--- src/rtl/adder_result_accumulator.sv ---
// adder_result_accumulator
//   Accumulates a frame of {cout,sum} samples from the 4-bit adder stage into a
//   wider register and hands the frame total downstream over valid/ready.
//   Optional build macro: ACC_SATURATE_EN
//     defined   -> on overflow the accumulator clamps to all-ones for the rest of the frame
//     undefined -> the accumulator wraps modulo 2^ACC_W
//   out_ovf is sticky for the frame in both builds.
module adder_result_accumulator #(
  parameter int IN_W  = 4,
  parameter int ACC_W = 12,
  parameter int CNT_W = 4
) (
  input  logic             clk,
  input  logic             rst_n,
  input  logic             in_valid,
  output logic             in_ready,
  input  logic [IN_W-1:0]  in_sum,
  input  logic             in_cout,
  input  logic [CNT_W-1:0] frame_len,
  output logic             out_valid,
  input  logic             out_ready,
  output logic [ACC_W-1:0] out_acc,
  output logic             out_ovf,
  output logic [CNT_W-1:0] out_count
);

  typedef enum logic {
    ACCUM = 1'b0,
    HOLD  = 1'b1
  } state_t;

  state_t state;
  state_t state_nxt;

  logic [ACC_W-1:0] acc;
  logic [CNT_W-1:0] cnt;
  logic [CNT_W-1:0] len_q;
  logic             ovf;

  logic [ACC_W-1:0] value;
  logic [ACC_W:0]   sum_ext;
  logic             carry;
  logic [CNT_W-1:0] cnt_inc;
  logic [CNT_W-1:0] eff_len;
  logic             accept;
  logic             last;
  logic             res_accept;

  // Sample arithmetic, frame-length selection and handshake qualifiers.
  always_comb begin
    value      = ACC_W'({in_cout, in_sum});
    sum_ext    = {1'b0, acc} + {1'b0, value};
    carry      = sum_ext[ACC_W];
    cnt_inc    = cnt + CNT_W'(1);
    if (cnt == '0) begin
      eff_len = (frame_len == '0) ? CNT_W'(1) : frame_len;
    end else begin
      eff_len = len_q;
    end
    accept     = (state == ACCUM) && in_valid;
    last       = (cnt_inc == eff_len);
    res_accept = (state == HOLD) && out_ready;
  end

  // State register; reset discards any partial or pending frame at once.
  always_ff @(posedge clk or negedge rst_n) begin
    if (!rst_n) begin
      state <= ACCUM;
    end else begin
      state <= state_nxt;
    end
  end

  // Next state: close the frame on its final sample, reopen once the result is taken.
  always_comb begin
    state_nxt = state;
    case (state)
      ACCUM: if (accept && last) state_nxt = HOLD;
      HOLD:  if (res_accept)     state_nxt = ACCUM;
      default: state_nxt = ACCUM;
    endcase
  end

  // Accumulator datapath: add on accept, clear when the result is handed off.
  always_ff @(posedge clk or negedge rst_n) begin
    if (!rst_n) begin
      acc   <= '0;
      cnt   <= '0;
      len_q <= '0;
      ovf   <= 1'b0;
    end else if (accept) begin
      if (cnt == '0) begin
        len_q <= eff_len;
      end
`ifdef ACC_SATURATE_EN
      if (ovf || carry) begin
        acc <= '1;
      end else begin
        acc <= sum_ext[ACC_W-1:0];
      end
`else
      acc <= sum_ext[ACC_W-1:0];
`endif
      ovf <= ovf | carry;
      cnt <= cnt_inc;
    end else if (res_accept) begin
      acc <= '0;
      cnt <= '0;
      ovf <= 1'b0;
    end
  end

  // Outputs are decoded straight from registered state so they hold steady in HOLD.
  always_comb begin
    in_ready  = (state == ACCUM);
    out_valid = (state == HOLD);
    out_acc   = acc;
    out_ovf   = ovf;
    out_count = cnt;
  end

endmodule

--- config.mk ---
export PLATFORM = sky130hd
export DESIGN_NAME = adder_result_accumulator
export DESIGN_NICKNAME = d
export VERILOG_FILES = /design/src/rtl/adder_result_accumulator.sv
export SDC_FILE = /design/constraint.sdc
export NUM_CORES = 1
export LEC_CHECK = 0
export BUFFER_PORTS_ARGS = -buffer_cell sky130_fd_sc_hd__buf_4
export CORE_ASPECT_RATIO = 1.1
export CORE_UTILIZATION = 56
export DETAILED_ROUTE_END_ITERATION = 8
export GPL_ROUTABILITY_DRIVEN = 0
export GPL_TIMING_DRIVEN = 1
export HOLD_SLACK_MARGIN = 0.05
export PLACE_DENSITY = 0.84
export SKIP_LAST_GASP = 1
export SYNTH_ARGS = -nofsm -noshare
export SYNTH_HDL_FRONTEND = slang
export SYNTH_SLANG_ARGS = --single-unit
--- constraint.sdc ---
create_clock -name clk -period 2.9 [get_ports clk]
set_input_delay 0.29 -clock clk [delete_from_list [all_inputs] [get_ports clk]]
set_output_delay 0.29 -clock clk [all_outputs]
set_load 0.01 [all_outputs]
After elaboration in Yosys (flattened, before gate mapping) --
Index checks and enable logic that the tools add are counted.
Storage, ports and cells: flip-flop bits (word level) 22, input port bits 13, output and inout port bits 19, logic and storage cells 28
Cells by class: add/subtract/negate cells 2, equal/unequal tests 1, multiplexer cells 11, bitwise operators 2, reduce and logical (&&, ||, !) cells 7
Operator list (count):
- two-way mux 12 bit | 2
- two-way mux 4 bit | 4
- adder 12 x 5 -> 13 bit | 1
- logical NOT 4 bit | 2
- adder 4 x 1 -> 4 bit (second input constant) | 1
- equality test 4 bit | 1
- two-way mux 1 bit | 4
- logical AND 1 bit | 3
- case mux 1 bit (2 select lines) | 1
- AND reduction 2 bit | 1
- nonzero test 2 bit | 1
- NOT 1 bit | 1
- bitwise OR 1 bit | 1

Longest topological paths before layout --
depth in word-level cells 7, depth in mapped cells 7, depth with buffers taken out 7

Worst setup path after synthesis --
Ideal clock, no wire load.
path type register to register, start register acc[0] (netlist: out_acc[0]), end register ovf (netlist: out_ovf), library setup time 0.122 ns, arrival 1.811 ns, data required time 2.778 ns, setup slack 0.967 ns, cell stages (with the launch flop) 7, buffers on the path 0, clock period less this slack 1.933 ns, cells stage by stage dfrtp_1 > ha_1 > fa_1 > a21o_1 > a21oi_1 > o21ai_0 > a32o_1
Between the ends: word-level cells in the longest chain between the ends 3
Ends and longest elaborated chain:
- start: declaration | RTL line 35 | logic [ACC_W-1:0] acc;
- start signal: assignment | RTL line 102 | acc <= sum_ext[ACC_W-1:0];
- adder 12 x 5 -> 13 bit | RTL line 52 | sum_ext = {1'b0, acc} + {1'b0, value};
- bitwise OR 1 bit | RTL line 104 | ovf <= ovf | carry;
- two-way mux 1 bit | RTL line 91 | end else if (accept) begin
- end signal: assignment | RTL line 104
- end: declaration | RTL line 38 | logic ovf;
Every way passes these cells. A chain may end at the register's enable or synchronous reset.

Final worst setup path --
start register acc[0] (netlist: out_acc[0]), end register acc[10] (netlist: out_acc[10])
Between the ends: word-level cells in the longest chain between the ends 2
Ends and longest elaborated chain (RTL line):
- adder 12 x 5 -> 13 bit | 52
- two-way mux 12 bit | 91
Every way passes these cells.

==> summary.md <==
| Metric | Value |
|---|---|
| Gr ovfl total | 0 |
| Final Hold Vio Count | 0 |
| Sw power | ~0.69 mW |
| Seq cells post-synth | 22 |
| WL final | 2780 µm |
| # diodes | 0 |
| DR vias/cell | around 5.7 |
| Area share of the leading cell type in the synthesized netlist | 44.0% |
| First-pass iteration count of the detailed router | 4 |
| Syn_nets | between 100 and 150 |
| Measured slew at the worst slew-check pin | 878 ps |
| Seq/Total Area, Yosys | 44.0% |
| Clock tree sinks | 22 |
| Power share of the clock group | 10.6% |
| Global routing usage on met1 | 33.1% |
| Number of max-cap violations | 0 |
| CORE AREA | 0.00206 mm² |
| Worst Hold Class | input pin to flop |
| Synth unique cells | 32 |
| CP Max Fanout | 4 |
| Area grow syn2layout | 24.6% |
| Initial antenna violation count | 0 |
| Finish-stage setup viols | 0 |
| Worst r2r path cells | 7 |
| Final Critical Period | between 2000 and 2500 ps |
| GRT Overall Usage | a little over a quarter |
| FF-to-FF Start | out_acc[0] |
| CP required | 3140 ps |
| PortBufs | 31 |
| Vias | 1,046 |
| Root Buffer Master | clkbuf_4 |
| Top area cells in the synthesized netlist | dfrtp_1 44%, ha_1 7.0%, nand2_1 6.3%, mux2i_1 4.8%, o21ai_0 4.0% |
| Ys Warns | 0 |
| M3 GR Usage | 4.86% |
| Syn Area/Cell | 10.2 µm² |
| Global-route wire length before repair | 4650 µm |
| Die width | 47.0 µm |
| Clock Path Buffers | 2 |
| DRT iter0 DRCs | 18 |
| Post-CTS setup buffer count | 0 |
| Clock Latency Late Sink | just over 300 ps |
| Total die area | 0.00243 mm² |
| Gr busiest metal | met2 |
| Hold path start | out_ready |
| H-tree Lvls | 1 |
| FF-to-FF End | out_acc[10] |
| Leak | 0.771 nW |
| Pin count of the biggest net entering global routing | 23 |
| Status | finished clean |
| Pwr Density | 1060 mW/mm² |
| P_int | 0.954 mW |
| Initial Utilization | between 60% and 70% |
| Worst path arrival time | about 2400 ps |
| Nets@finish | 179 |
| Tcrit/Tclk final | 73.2% |
| Antenna-violating nets left | 0 |
| Startpoint types | flop |
| Power consumption | 1.65 mW |
| Post-synth EDFFs | 0 |
| Max frequency | 471 MHz |
| Most frequent cell after synthesis | dfrtp_1 |
| Setup Total Neg Slack | 0 ps |
| Crit end category | flop |
| Layout cell share with drive strength beyond 1 | 26.8% |
| RSZ-0062 raised after global routing | no |
| Clk slew on worst S/H paths | between 100 and 150 ps |
| WHS Endpoint | out_valid |
| # DRC | 0 |
| Gate power share | 54.5% |
| Post-synth top flop | dfrtp_1 |
| Slew Viols, Final | 0 |
| Post-Syn Area | 0.00125 mm² |
| GRT met2 Usage | 46.5% |
| CTS buffer count | 3 |
| # IOs | 32 |
| Sequential power share | a little over a third |
| CTS tree | yes |
| Setup Skew | 3.97 ps |
| Die Span Y | just over 50 µm |
| Yosys top cell by area | dfrtp_1 |
| Asr flop ratio synth | 100% |
| Dpl hpwl | 2060 µm |
| CP Class | flop to flop |
| DR WL/cell | 15.0 µm |
| FF-to-FF setup slack | around 780 ps |
| Syn Inst Count | approximately 120 |
| Sw Ratio | between 40% and 50% |
| Top post-synthesis cells by count | 22 x dfrtp_1, 21 x nand2_1, 10 x o21ai_0, 7 x ha_1, 6 x mux2i_1 |
| IR drop worst, VDD | 725 µV |
| Cell row count | 17 |
| Hold path depth | 2 |
| Vias in the first global route | about 1,100 |
| Slew margin rel. | 41.4% |
## logic make-up after synthesis
kind of cell               count (synthesis)  synth area share [%]
DFF                                       22                  44.0
adders and majority gates                  8                  8.61
buffers and inverters                      6                  2.00
xor gates and xnor gates                   8                  5.61
and+or+nand+nor                           40                  15.5
muxes                                      9                  7.51
AOI/OAI and AO/OA                         30                  16.7
## registers in the layout (all words and copies together) (netlist names)
signal	count
len_q	4
out_acc	12
out_count	4
out_ovf	1
out_valid	1
## worst max path at each step
stage | end | slack (ps) | start | cells after the start
after global placement | out_ovf | 870 | in_sum[0] | 7
after detailed placement | out_acc[10] | 820 | in_sum[0] | 8
after floorplan | out_ovf | 970 | out_acc[0] | 6
after global routing | out_acc[6] | 630 | out_acc[0] | 7
final | out_acc[10] | 780 | out_acc[0] | 7
after CTS | out_acc[10] | 800 | out_acc[0] | 7
## power groups by stage
stage	clock [mW]	sequential [mW]	combinational, mW
6_report	0.175	0.576	0.898
5_1_grt	0.186	0.598	0.998
4_1_cts	0.175	0.573	0.899
3_5_place_dp	0	0.579	0.886
3_3_place_gp	0	0.567	0.856
2_1_floorplan	0	0.595	0.562
## metal layers
layer  vias to the layer above  routed length (µm)  share of wire, %
met5                         -                   0                 0
li1                        506                   -                 -
met2                        21                1460                52
met3                         4                  64               2.3
met1                       515                1220                44
met4                         0                  37               1.3
## cells in the final DEF, fill, tap and decap left out, types with 2 or more instances in the layout
| cell type | instances |
|---|---|
| nand3_1 | 4 |
| a21oi_1 | 5 |
| clkbuf_4 | 3 |
| o21ai_0 | 10 |
| xor2_1 | 4 |
| a22o_1 | 3 |
| and3_1 | 2 |
| nor3_1 | 3 |
| mux2_2 | 3 |
| ha_1 | 7 |
| buf_4 | 32 |
| nand2_1 | 21 |
| xnor2_1 | 4 |
| mux2i_1 | 6 |
| nor2b_1 | 2 |
| nor2_1 | 4 |
| a21o_1 | 4 |
| dfrtp_1 | 22 |
| inv_1 | 3 |
## metrics by stage
| stage | utilization [%] | worst slack, ps | hold slack (ps) | std cells | area, µm² |
|---|---|---|---|---|---|
| finish | 75.5 | 778 | 169 | 185 | 1560 |
| CTS | 75.5 | 799 | 160 | 185 | 1560 |
| floorplan | - | 967 | -5.59 | 123 | 1250 |
| detailed placement | 73.3 | 822 | 195 | 180 | 1510 |
| global placement | 73.3 | 868 | 191 | 180 | 1510 |
| global route | 75.5 | 631 | 159 | 185 | 1560 |
## layout make-up
type                            instances  area, µm²
Multi-Input combinational cell         95        674
Sequential cell                        22        551
Fill cell                             156        505
Timing Repair Buffer                   33        250
Clock buffer                            4       36.3
Tap cell                               28       35.0
Inverter                                3       11.3
## what timing repair did
action	in CTS	in global routing
gates resized for setup	0	0
endpoints found under the hold margin	22	0
hold buffers	1	0
## worst max-delay path: stages (launching register included)
cell     delay, ps
dfrtp_1        430
ha_1           230
fa_1           410
a21o_1         170
a21oi_1        220
o21ai_0        240
nand3_1        160
mux2i_1        190
Note: power is estimated with default switching activity, not from simulation.
